<file path="src/rtl/lcd_pkg.sv">
// lcd_pkg: state encoding, timing constants and per-state length lookup for the LCD read sequencer.
package lcd_pkg;
  localparam logic [3:0] S_IDLE     = 4'd0;
  localparam logic [3:0] S_SETUP_H  = 4'd1;
  localparam logic [3:0] S_EN_H     = 4'd2;
  localparam logic [3:0] S_HOLD_H   = 4'd3;
  localparam logic [3:0] S_INTER    = 4'd4;
  localparam logic [3:0] S_SETUP_L  = 4'd5;
  localparam logic [3:0] S_EN_L     = 4'd6;
  localparam logic [3:0] S_HOLD_L   = 4'd7;
  localparam logic [3:0] S_POLL_GAP = 4'd8;
  localparam logic [3:0] S_DONE     = 4'd9;
  localparam int T_SETUP   = 3;
  localparam int T_EN_READ = 20;
  localparam int T_HOLD    = 3;
  localparam int T_INTER   = 50;
  localparam int POLL_MAX  = 4095;
  // Terminal count (length - 1) for each timed state; untimed states use 0.
  function automatic logic [15:0] stateLast(input logic [3:0] s);
    return (s == S_SETUP_H || s == S_SETUP_L) ? 16'(T_SETUP - 1) :
           (s == S_EN_H || s == S_EN_L)       ? 16'(T_EN_READ - 1) :
           (s == S_HOLD_H || s == S_HOLD_L)   ? 16'(T_HOLD - 1) :
           (s == S_INTER || s == S_POLL_GAP)  ? 16'(T_INTER - 1) : 16'd0;
  endfunction
endpackage

</file>
<file path="src/rtl/lcd_timer.sv">
// lcd_timer: 16-bit cycle counter with synchronous clear and terminal-count compare.
module lcd_timer (
  input  logic        Clock,
  input  logic        Reset,
  input  logic        iClear,
  input  logic [15:0] iLast,
  output logic        oDone
);
  logic [15:0] count;
  always_ff @(posedge Clock)
    count <= (Reset || iClear) ? 16'd0 : count + 16'd1;
  assign oDone = count == iLast;
endmodule

</file>
<file path="src/rtl/lcd_nibble_reader.sv">
// lcd_nibble_reader: 4-bit HD44780-style read sequencer assembling one byte from two EN strobes,
// optionally polling the busy flag until DB7 clears or the poll limit is reached.
module lcd_nibble_reader
  import lcd_pkg::*;
#(
  parameter int POLL_LIMIT = POLL_MAX
) (
  input  logic       Clock,
  input  logic       Reset,
  input  logic       iReadBegin,
  input  logic       iRS,
  input  logic       iPoll,
  input  logic [3:0] iLCD_Data,
  output logic       oLCD_EN,
  output logic       oLCD_RW,
  output logic       oLCD_RS,
  output logic [7:0] oData,
  output logic       oReadDone,
  output logic       oTimeout,
  output logic       oActive
);
  logic [3:0] state, nextState;
  logic [3:0] hiNib, loNib;
  logic [11:0] pollCount;
  logic rsLatch, pollLatch, tDone, busyRead, pollAgain;

  lcd_timer uTimer (
    .Clock (Clock),
    .Reset (Reset),
    .iClear(nextState != state || state == S_IDLE),
    .iLast (stateLast(state)),
    .oDone (tDone)
  );

  assign busyRead  = pollLatch && !rsLatch && hiNib[3];
  assign pollAgain = busyRead && pollCount < 12'(POLL_LIMIT);

  always_comb begin
    nextState = S_IDLE;
    case (state)
      S_IDLE:     nextState = iReadBegin ? S_SETUP_H : S_IDLE;
      S_SETUP_H:  nextState = tDone ? S_EN_H : S_SETUP_H;
      S_EN_H:     nextState = tDone ? S_HOLD_H : S_EN_H;
      S_HOLD_H:   nextState = tDone ? S_INTER : S_HOLD_H;
      S_INTER:    nextState = tDone ? S_SETUP_L : S_INTER;
      S_SETUP_L:  nextState = tDone ? S_EN_L : S_SETUP_L;
      S_EN_L:     nextState = tDone ? S_HOLD_L : S_EN_L;
      S_HOLD_L:   nextState = tDone ? (pollAgain ? S_POLL_GAP : S_DONE) : S_HOLD_L;
      S_POLL_GAP: nextState = tDone ? S_SETUP_H : S_POLL_GAP;
      default:    nextState = S_IDLE;
    endcase
  end

  always_ff @(posedge Clock) begin
    if (Reset) begin
      state     <= S_IDLE;
      rsLatch   <= 1'b0;
      pollLatch <= 1'b0;
      hiNib     <= 4'h0;
      loNib     <= 4'h0;
      pollCount <= 12'd0;
      oData     <= 8'h00;
      oTimeout  <= 1'b0;
    end else begin
      state <= nextState;
      if (state == S_IDLE && iReadBegin) begin
        rsLatch   <= iRS;
        pollLatch <= iPoll;
        pollCount <= 12'd0;
      end
      if (state == S_EN_H && tDone) hiNib <= iLCD_Data;
      if (state == S_EN_L && tDone) loNib <= iLCD_Data;
      if (state == S_POLL_GAP && tDone) pollCount <= pollCount + 12'd1;
      // Result registers load on entry to DONE so they are valid alongside oReadDone.
      if (state == S_HOLD_L && nextState == S_DONE) begin
        oData    <= {hiNib, loNib};
        oTimeout <= busyRead;
      end
    end
  end

  assign oActive   = state != S_IDLE && state <= S_DONE;
  assign oLCD_EN   = state == S_EN_H || state == S_EN_L;
  assign oLCD_RW   = oActive && state != S_DONE;
  assign oLCD_RS   = oActive && rsLatch;
  assign oReadDone = state == S_DONE;
endmodule

</file>
<file path="config.mk">
export PLATFORM = sky130hd
export DESIGN_NAME = lcd_nibble_reader
export DESIGN_NICKNAME = d
export VERILOG_FILES = /design/src/rtl/lcd_pkg.sv /design/src/rtl/lcd_timer.sv /design/src/rtl/lcd_nibble_reader.sv
export SDC_FILE = /design/constraint.sdc
export NUM_CORES = 1
export LEC_CHECK = 0
export ABC_AREA = 1
export CORE_MARGIN = 4
export CORE_UTILIZATION = 55
export CTS_CLUSTER_DIAMETER = 60
export CTS_CLUSTER_SIZE = 8
export DETAILED_ROUTE_END_ITERATION = 7
export DONT_BUFFER_PORTS = 1
export PLACE_DENSITY_LB_ADDON = 0.12
export RECOVER_POWER = 50
export SYNTH_ARGS = -nofsm -noshare
export SYNTH_HDL_FRONTEND = slang
export SYNTH_HIERARCHICAL = 1
export SYNTH_SLANG_ARGS = --single-unit
</file>
<file path="constraint.sdc">
create_clock -name Clock -period 3.05 [get_ports Clock]
set_clock_uncertainty 0.05 [all_clocks]
set_input_delay 0.305 -clock Clock [delete_from_list [all_inputs] [get_ports Clock]]
set_output_delay 0.305 -clock Clock [all_outputs]
set_load 0.02 [all_outputs]
</file>
---- Yosys cells after proc, flatten, opt, wreduce, memory -nomap -nowiden ----
Cells that the tools add are included.
storage, ports and cells
  bits in registers ....................... 51
  input bits .............................. 9
  output and inout port bits .............. 14
  word-level logic and storage cells ...... 64
cells by class
  add/sub/neg operators ................... 2
  order comparisons ....................... 2
  eq/ne operators ......................... 13
  muxes and demuxes ....................... 17
  reduce and logical (&&, ||, !) cells .... 21
operator list
  operator                                                         number
  4-bit case mux with 9 select lines                               1
  12-bit two-way mux                                               2
  6-bit two-way mux                                                4
  16-bit by 1-bit adder with 16-bit output, second input constant  1
  16-bit by 6-bit == test with 1-bit output                        1
  4-bit by 3-bit == test with 1-bit output, second input constant  4
  12-bit by 1-bit adder with 12-bit output, second input constant  1
  4-bit == test, second input constant                             3
  12-bit < comparator, second input constant                       1
  1-bit logical AND                                                11
  4-bit by 2-bit == test with 1-bit output, second input constant  2
  4-bit two-way mux                                                2
  1-bit logical OR                                                 6
  1-bit two-way mux                                                5
  4-bit by 1-bit == test with 1-bit output, second input constant  1
  4-bit less-or-equal comparator, second input constant            1
  4-bit logical NOT                                                1
  2-bit two-way mux                                                2
  4-bit inequality test                                            1
  4-bit inequality test, second input constant                     1
  4-bit nonzero test                                               1
  3-bit two-way mux                                                1
  2-bit nonzero test                                               1
  1-bit logical NOT                                                1

---- Logic depth before layout (Yosys ltp) ----
Gate-level depths: netlist of run 1.
  depth in word-level cells ............... 12
  depth in mapped cells ................... 25
  depth with buffers taken out ............ 23

---- By module ----
Netlist of run 1, hierarchy kept.
modules (own cells, without submodules)
  module             instances  cells each  area an instance (µm²)  seq. area each (µm²)
  lcd_nibble_reader  1          260         1819.2                  700.7
  lcd_timer          1          156         1011.0                  320.3

---- Worst setup path after synthesis of run 1 ----
OpenSTA, ideal clock, no wires.
  path kind ............................... register to register
  start ................................... register state[0]
  end ..................................... register uTimer.count[4]
  library setup time ...................... 0.058 ns
  data arrival time ....................... 2.775 ns
  data required time ...................... 2.942 ns
  slack ................................... 0.167 ns
  stages on the path, launching flop included .. 25
  path buffers ............................ 3
  period minus slack after synthesis ...... 2.883 ns
  path through ............................ dfxtp_1 -> buf_2 -> inv_1 -> nand3_1 -> nand2_2 -> inv_1 -> nand2_1 -> nand2_1 -> nand2_1 -> nor2_1 -> nand2_1 -> nor2_1 -> buf_2 -> inv_2 -> nand4_1 -> nand2_1 -> a21oi_4 -> nand2_4 -> buf_6 -> nand2_1 -> nand4_1 -> nor2_2 -> inv_1 -> a21oi_1 -> o21a_1
between the ends
  cells in the longest elaborated chain, start to end .. 12
  elaborated cells between the ends (all ways) .. 30
  classes of those cells .................. 10 x eq/ne; 13 x mux; 7 x reduce/logical
RTL lines
  element                                                                           line                     RTL
  start: declaration                                                                lcd_nibble_reader.sv:22  logic [3:0] state, nextState;
  start signal: assignment                                                          lcd_nibble_reader.sv:65  state <= nextState;
  4-bit by 3-bit == test with 1-bit output / 4-bit == test (equally long branches)  lcd_pkg.sv:23            (s == S_INTER || s == S_POLL_GAP) ? 16'(T_INTER - 1) : 16'd0;
  1-bit logical OR                                                                  lcd_pkg.sv:23
  6-bit two-way mux                                                                 lcd_pkg.sv:23
  6-bit two-way mux                                                                 lcd_pkg.sv:22            (s == S_HOLD_H || s == S_HOLD_L) ? 16'(T_HOLD - 1) :
  6-bit two-way mux                                                                 lcd_pkg.sv:21            (s == S_EN_H || s == S_EN_L) ? 16'(T_EN_READ - 1) :
  6-bit two-way mux (*)                                                             lcd_pkg.sv:20            return (s == S_SETUP_H || s == S_SETUP_L) ? 16'(T_SETUP - 1) :
  16-bit by 6-bit == test with 1-bit output (*)                                     lcd_timer.sv:12          assign oDone = count == iLast;
  via tDone                                                                         lcd_nibble_reader.sv:25  logic rsLatch, pollLatch, tDone, busyRead, pollAgain;
  4-bit two-way mux (tied with other cells)                                         lcd_nibble_reader.sv:49  S_POLL_GAP: nextState = tDone ? S_SETUP_H : S_POLL_GAP;
  4-bit case mux with 9 select lines (*)                                            lcd_nibble_reader.sv:40  case (state)
  4-bit inequality test (*)                                                         lcd_nibble_reader.sv:30  .iClear(nextState != state || state == S_IDLE),
  1-bit logical OR (*)                                                              lcd_nibble_reader.sv:30
  1-bit logical OR (*)                                                              lcd_timer.sv:11          count <= (Reset || iClear) ? 16'd0 : count + 16'd1;
  end signal: assignment                                                            lcd_timer.sv:11
  end: declaration                                                                  lcd_timer.sv:9           logic [15:0] count;
Mark *: on every way through the listed nets, which the timed path passes. The rest lies on a longest branch.
A chain may end at the register's enable or synchronous reset.

---- Final worst setup path of run 1 ----
  start ................................... register state[3]
  end ..................................... register uTimer.count[4]
Same word-level chain as after synthesis.

==> impl_metrics.yaml, run 1 <==
die:
  die-width_um: 79.7
  num_rows: 25
  die_area_sq_um: 6360
  start_util_pct: 58.4
  coreArea_sq_um: 4850
  ioPinCount: 23
  die_h_um: 79.7
critical_path:
  cp_top_family: "simple AND/OR/NAND/NOR gates"
  startpoint: "state[3]"
  worst_path_most_repeated_cell: "nand2_1"
  critical_path_buf_inv_count: 3
  required_ns: 3.25
  criticalPathCategory: "reg -> reg"
  crit_chain: "inv_2 -> nand2_2 -> nand2_1 -> nand2_2 -> nand2_2 -> xnor2_1 -> nand2_1 -> nor2_1 -> nand2_1 -> nor2_1 -> inv_2 -> nand4_1 -> nand2_1 -> a21oi_4 -> nand2_4 -> nand2_1 -> nand4_1 -> nor2_4 -> inv_1 -> a21oi_1 -> o21a_1"
  crit_fanout: 7
  endpoint_kind: "flip-flop"
  r2r_slack_ns: 0.28
  r2r-end: "uTimer/count[4]"
  critPathMaxStageDelay_ns: 0.43
  slowest_stage: "dfxtp_1"
  arrival_ns: 2.97
  r2r_start: "state[3]"
  startpoint_type: "flip-flop"
  r2r_cells: 21
  cp.depth: 21
layout:
  design_area_sq_um: 3040
  num-nets-final: 443
  layout-drive-gt1-share_pct: 10.2
  n_fill_cell: 466
  diodes: 0
  syn_to_final_growth_pct: 7.43
timing:
  hold_violations: 0
  fmax_ghz: 0.361
  maxSlewViolCount: 0
  slew_headroom_pct: 57.6
  worstMarginPinSlew_ns: 0.635
  final.min_clock_period_ns: 2.77
  rsz0062_at_grt: "false"
  setup_viol: 0
  fin_setup_tns_ns: 0
  fin_crit_sh_pct: 90.9
power:
  p_per_area_nw_per_um2: 389
  p_total_mw: 1.18
  ir_worst_vdd_mv: 0.261
  power_leakage_nw: 1.22
logic_synthesis:
  synth.most_common_cell: "nand2_1"
  synth_largest_area_cell: "dfxtp_1"
  synthTopCellsByCount: "nand2_1 (104), nor2_1 (55), dfxtp_1 (51)"
  async_flop_share_pct: 0
  synth_edf_count: 0
  synth_top_area_share_pct: 36.1
  postSynthAreaPerCell_sq_um: 6.80
  yosys-top-cells-area: "dfxtp_1 (36%), nand2_1 (14%), nor2_1 (7.3%)"
  ys_ff_latch: 51
  ys_types: 33
  synth_warnings: 6
  ys_seq_area_share_pct: 36.1
  syn_inst: 416
  ys.flop_type: "dfxtp_1"
  synth_area_sq_um: 2830
run_status:
  outcome: "finished clean"
clocking:
  clock_latency_ns: 0.31
  cts.sinks: 51
  cts_tree: "done"
  cts_max_level: 2
  cts_buffers: 5
  cts.reportedPaths.clkPinSlew_ns: 0.09
  clockRootBuffer: "clkbuf_8"
  cts.path.max_buffers: 2
route:
  viasPerCell: 5.00
  wl_mm: 5.84
  drc: 0
  vias: 2498
  drtAntennaViolNets: 0
  dr.pass1.iters: 4
  post_drt_wl_per_cell_um: 11.7
  drt-initial-drc-count: 95
global_routing:
  globalRouteOverflowTotal: 0
  grt_pass1_wl_mm: 9.97
  grt_util_all_layers_pct: 19.7
  grt_pass1_vias: 2270
  antenna_found_initial: 0
  grt_max_degree: 26
hold_path:
  hp-start: "Reset"
  hold_path_end: "state[3]"
  holdPathStages: 1
  hp-class: "in -> reg"
placement:
  gp_congestion: 0.836
  placed_area_sq_um: 2920
  io_buffers: 0
  place_hpwl_mm: 4.38
job:
  maxCapViolations: 0
-- final cells by class --
class                   count  area (sq um)  area share [%]
flip-flops and latches     51          1020            33.6
inverters                  53           199            6.54
multi-input cells         315          1590            52.3
clock buffers               5          68.8            2.26
repair buffers              6          50.0            1.65
clock inverters             3          26.3           0.864
well taps                  67          83.8            2.76
-- what timing repair did --
item	in CTS	in global routing
setup endpoints to repair	1	9
buffers inserted	0	2
gates resized for setup	1	1
hold buffers	1	1
pin swaps	0	1
endpoints found under the hold margin	8	1
-- cells by family (layout without fill, tap and decap cells) --
logic type | after synthesis | in the layout | share of synthesized area [%]
and+or+nand+nor | 211 | 211 | 33.3
AOI/OAI and AO/OA | 74 | 74 | 16.0
buffers and inverters | 62 | 67 | 8.89
DFF | 51 | 51 | 36.1
xor gates and xnor gates | 15 | 15 | 4.64
adders and majority gates | 2 | 2 | 0.884
other | 1 | 13 | 0.132
-- worst max-delay path by stage --
stage	to	slack, ns
after detailed placement	uTimer/count[4]	-0.02
final	uTimer/count[4]	0.28
after global routing	uTimer/count[4]	0.002
after global placement	uTimer/count[4]	0.13
after floorplan	uTimer/count[4]	0.17
after CTS	uTimer/count[4]	0.06
-- worst reg2reg max path, cell delays in order, from the launching register on --
cell and delay, ns:
dfxtp_1 0.43, inv_2 0.10, nand2_2 0.11, nand2_1 0.07, nand2_2 0.07, nand2_2 0.09
xnor2_1 0.16, nand2_1 0.06, nor2_1 0.09, nand2_1 0.06, nor2_1 0.17, inv_2 0.10
nand4_1 0.10, nand2_1 0.09, a21oi_4 0.19, nand2_4 0.07, nand2_1 0.06, nand4_1 0.13
nor2_4 0.13, inv_1 0.12, a21oi_1 0.13, o21a_1 0.13
-- placed cells by master, fill, tap and decap left out, types with 3 or more instances in the layout --
master	n
a21oi_2	9
nor2_4	4
nor2_1	56
nand3_1	25
clkbuf_8	5
a21oi_1	30
inv_1	48
nand4_1	7
buf_4	4
nand2_1	105
nand2_4	3
a211oi_1	4
o21ai_0	22
xnor2_1	13
nor3_1	3
dfxtp_1	50
nand2_2	5
conb_1	13
inv_2	5
-- flip-flops by register name, indices dropped and copies added (netlist names) --
signal,count
rsLatch,1
hiNib,4
pollCount,12
oTimeout,1
pollLatch,1
oData,8
loNib,4
state,4
uTimer/count,16
-- through the flow --
stage	hold slack, ns	std cells	utilization (%)	setup slack, ns
floorplan	0.374	428	-	0.167
global placement	0.329	488	60.3	0.131
detailed placement	0.331	488	60.3	-0.0160
CTS	0.000936	497	62.5	0.0571
global route	0.00945	500	62.7	0.00195
finish	0.0228	500	62.7	0.277
-- power by group --
part	total, mW	switching, mW	internal [mW]
registers	0.675	0.00538	0.670
clock network	0.416	0.247	0.169
logic	0.0927	0.0622	0.0305
-- layer usage --
metal	wire [um]	up-vias	GRT usage (%)
met1	2650	1112	21.9
li1	-	1351	-
met3	200	6	5.19
met4	55	0	5.57
met5	0	-	0
met2	2940	29	36.7
No activity file was read; power rests on OpenSTA's default activity.
==> inputs of run 2 (changes only) <==
--- a/config.mk
+++ b/config.mk
@@ -5,7 +5,6 @@
 export SDC_FILE = /design/constraint.sdc
 export NUM_CORES = 1
 export LEC_CHECK = 0
-export ABC_AREA = 1
 export CORE_MARGIN = 4
 export CORE_UTILIZATION = 55
 export CTS_CLUSTER_DIAMETER = 60
==> impl_metrics.yaml, run 2 <==
logic_synthesis:
  async_flop_share_pct: 0
  synth_edf_count: 0
  ys_ff_latch: 51
  synth.most_common_cell: "dfxtp_1"
  ys_types: 50
  postSynthAreaPerCell_sq_um: 8.57
  synth_top_area_share_pct: 38.8
  yosys-top-cells-area: "dfxtp_1 (39%), xnor2_1 (6.3%), a21oi_1 (5.3%)"
  ys.flop_type: "dfxtp_1"
  synth_largest_area_cell: "dfxtp_1"
  synth_area_sq_um: 2630
  syn_inst: 307
  synth_warnings: 6
  ys_seq_area_share_pct: 38.8
  synthTopCellsByCount: "dfxtp_1 (51), a21oi_1 (28), nor2_1 (24)"
layout:
  layout-drive-gt1-share_pct: 8.10
  top_regs: "uTimer/count x16, pollCount x12, oData x8"
  layout_commonest_cell: "dfxtp_1"
  syn_to_final_growth_pct: 10.1
  largest_reg_flops: 16
  num-nets-final: 331
  largest_register: "uTimer/count"
  layout_common_cells: "dfxtp_1 (51), a21oi_1 (28), nor2_1 (24), nand2_1 (22), xnor2_1 (19)"
  diodes: 0
clocking:
  ctsResizeCount: 0
  cts.path.max_buffers: 2
  clock_latency_ns: 0.31
  cts_buffers: 5
  cts_max_level: 2
  cts.reportedPaths.clkPinSlew_ns: 0.09
  cts_tree: "done"
  cts.sinks: 51
  clockRootBuffer: "clkbuf_8"
route:
  drt-initial-drc-count: 69
  viasPerCell: 5.90
  drc: 0
  dr.pass1.iters: 4
  wl_mm: 5.68
  drtAntennaViolNets: 0
  vias: 2201
  post_drt_wl_per_cell_um: 15.2
timing:
  fmax_ghz: 0.371
  fin_setup_tns_ns: 0
  worstMarginPinSlew_ns: 0.830
  slew_headroom_pct: 44.2
  setup_viol: 0
  final.min_clock_period_ns: 2.69
  fin_crit_sh_pct: 88.3
  rsz0062_at_grt: "false"
  fin_ws_ns: 0.357
  maxSlewViolCount: 0
  hold_violations: 0
critical_path:
  arrival_ns: 2.34
  crit_chain: "clkbuf_1 -> nor3_1 -> a21oi_1 -> and2_0"
  startpoint_type: "flip-flop"
  startpoint: "state[0]"
  criticalPathCategory: "reg -> out"
  cp_top_family: "simple AND/OR/NAND/NOR gates"
  critical_path_buf_inv_count: 1
  r2r_start: "state[3]"
  slowest_stage: "nor3_1"
  endpoint_kind: "primary output"
  crit_fanout: 8
  required_ns: 2.69
  critPathMaxStageDelay_ns: 0.73
run_status:
  outcome: "finished clean"
global_routing:
  grt_pass1_wl_mm: 9.39
  grt_pass1_vias: 2027
  grt_max_degree: 39
  grt_util_all_layers_pct: 19.1
  antenna_found_initial: 0
  globalRouteOverflowTotal: 0
die:
  die_h_um: 77.2
  num_rows: 24
  start_util_pct: 58.4
  ioPinCount: 23
  coreArea_sq_um: 4500
  die-width_um: 77.2
  die_area_sq_um: 5950
placement:
  gp_congestion: 0.847
  io_buffers: 0
  place_hpwl_mm: 3.77
  place_ws_ns: 0.473
power:
  ir_worst_vdd_mv: 0.307
  power_leakage_nw: 0.971
  power.clock.fraction_pct: 43.4
  p_switching_uw: 275
  p_per_area_nw_per_um2: 446
  sw_frac_of_total_pct: 21.3
  comb_power_share_pct: 4.6
  p_int_mw: 1.02
  pwr-share-seq_pct: 52.0
hold_path:
  hp-class: "in -> reg"
  hp-start: "Reset"
job:
  maxCapViolations: 0
-- run 2: changes by cell type in the layout (fill, tap and decap cells not counted), sizes merged, moves of 8 or more --
cell,delta
or4,+8
mux2i,+14
inv,-45
a21oi,-12
nor2,-39
o21ai,-9
nand2,-91
-- run 2: area by class of cell --
type	instances	area (sq um)
Clock inverter	3	67.6
Inverter	10	37.5
Fill cell	386	1610
Tap cell	52	65.1
Clock buffer	5	68.8
Timing Repair Buffer	11	85.1
Sequential cell	51	1020
Multi-Input combinational cell	241	1550
-- run 2: what timing repair did --
action	CTS	global route
endpoints found under the hold margin	4	18
hold buffers	1	3
endpoints found under the setup margin	0	0
setup buffers	0	0
-- run 2: power groups by stage --
stage	logic, mW	clock network, mW	registers, mW
2_1_floorplan	0.0486	0	0.686
3_3_place_gp	0.0497	0	0.688
3_5_place_dp	0.0497	0	0.688
4_1_cts	0.0521	0.565	0.672
5_1_grt	0.0652	0.592	0.673
6_report	0.0590	0.561	0.672
-- run 2: through the flow --
stage / power [mW] / area (sq um) / hold WS [ns] / cells / utilization, %
after floorplan: 0.735 / 2690 / 0.382 / 318 / -
after global routing: 1.33 / 2900 / 0.000303 / 373 / 64.3
final: 1.29 / 2900 / 0.00303 / 373 / 64.3
after detailed placement: 0.738 / 2730 / 0.332 / 361 / 60.7
after global placement: 0.737 / 2730 / 0.331 / 361 / 60.7
after CTS: 1.29 / 2880 / 0.00000278 / 370 / 63.9
-- run 2: metal layers --
layer / global-route usage (%) / wire [um]
met2: 30.8 / 2630
met3: 4.57 / 226
met4: 5.34 / 62
met1: 25.4 / 2760
met5: 0 / 0
-- run 2: worst paths after layout --
path / endpoint / slack (ns) / cells after the start
min reg2reg: pollLatch / 0.41 / 2
min: pollCount[3] / 0.003 / 1
max: oLCD_RS / 0.36 / 4
max reg2reg: pollCount[11] / 0.42 / 10
-- run 2: cell families after synthesis --
family                     Yosys count  share of synthesized area, %
and+or+nand+nor                    124                          27.2
AOI/OAI and AO/OA                   66                          15.6
DFF                                 51                          38.8
buffers and inverters               26                          4.33
xor gates and xnor gates            23                          7.66
muxes                               14                          5.33
adders and majority gates            2                         0.951
other                                1                         0.143
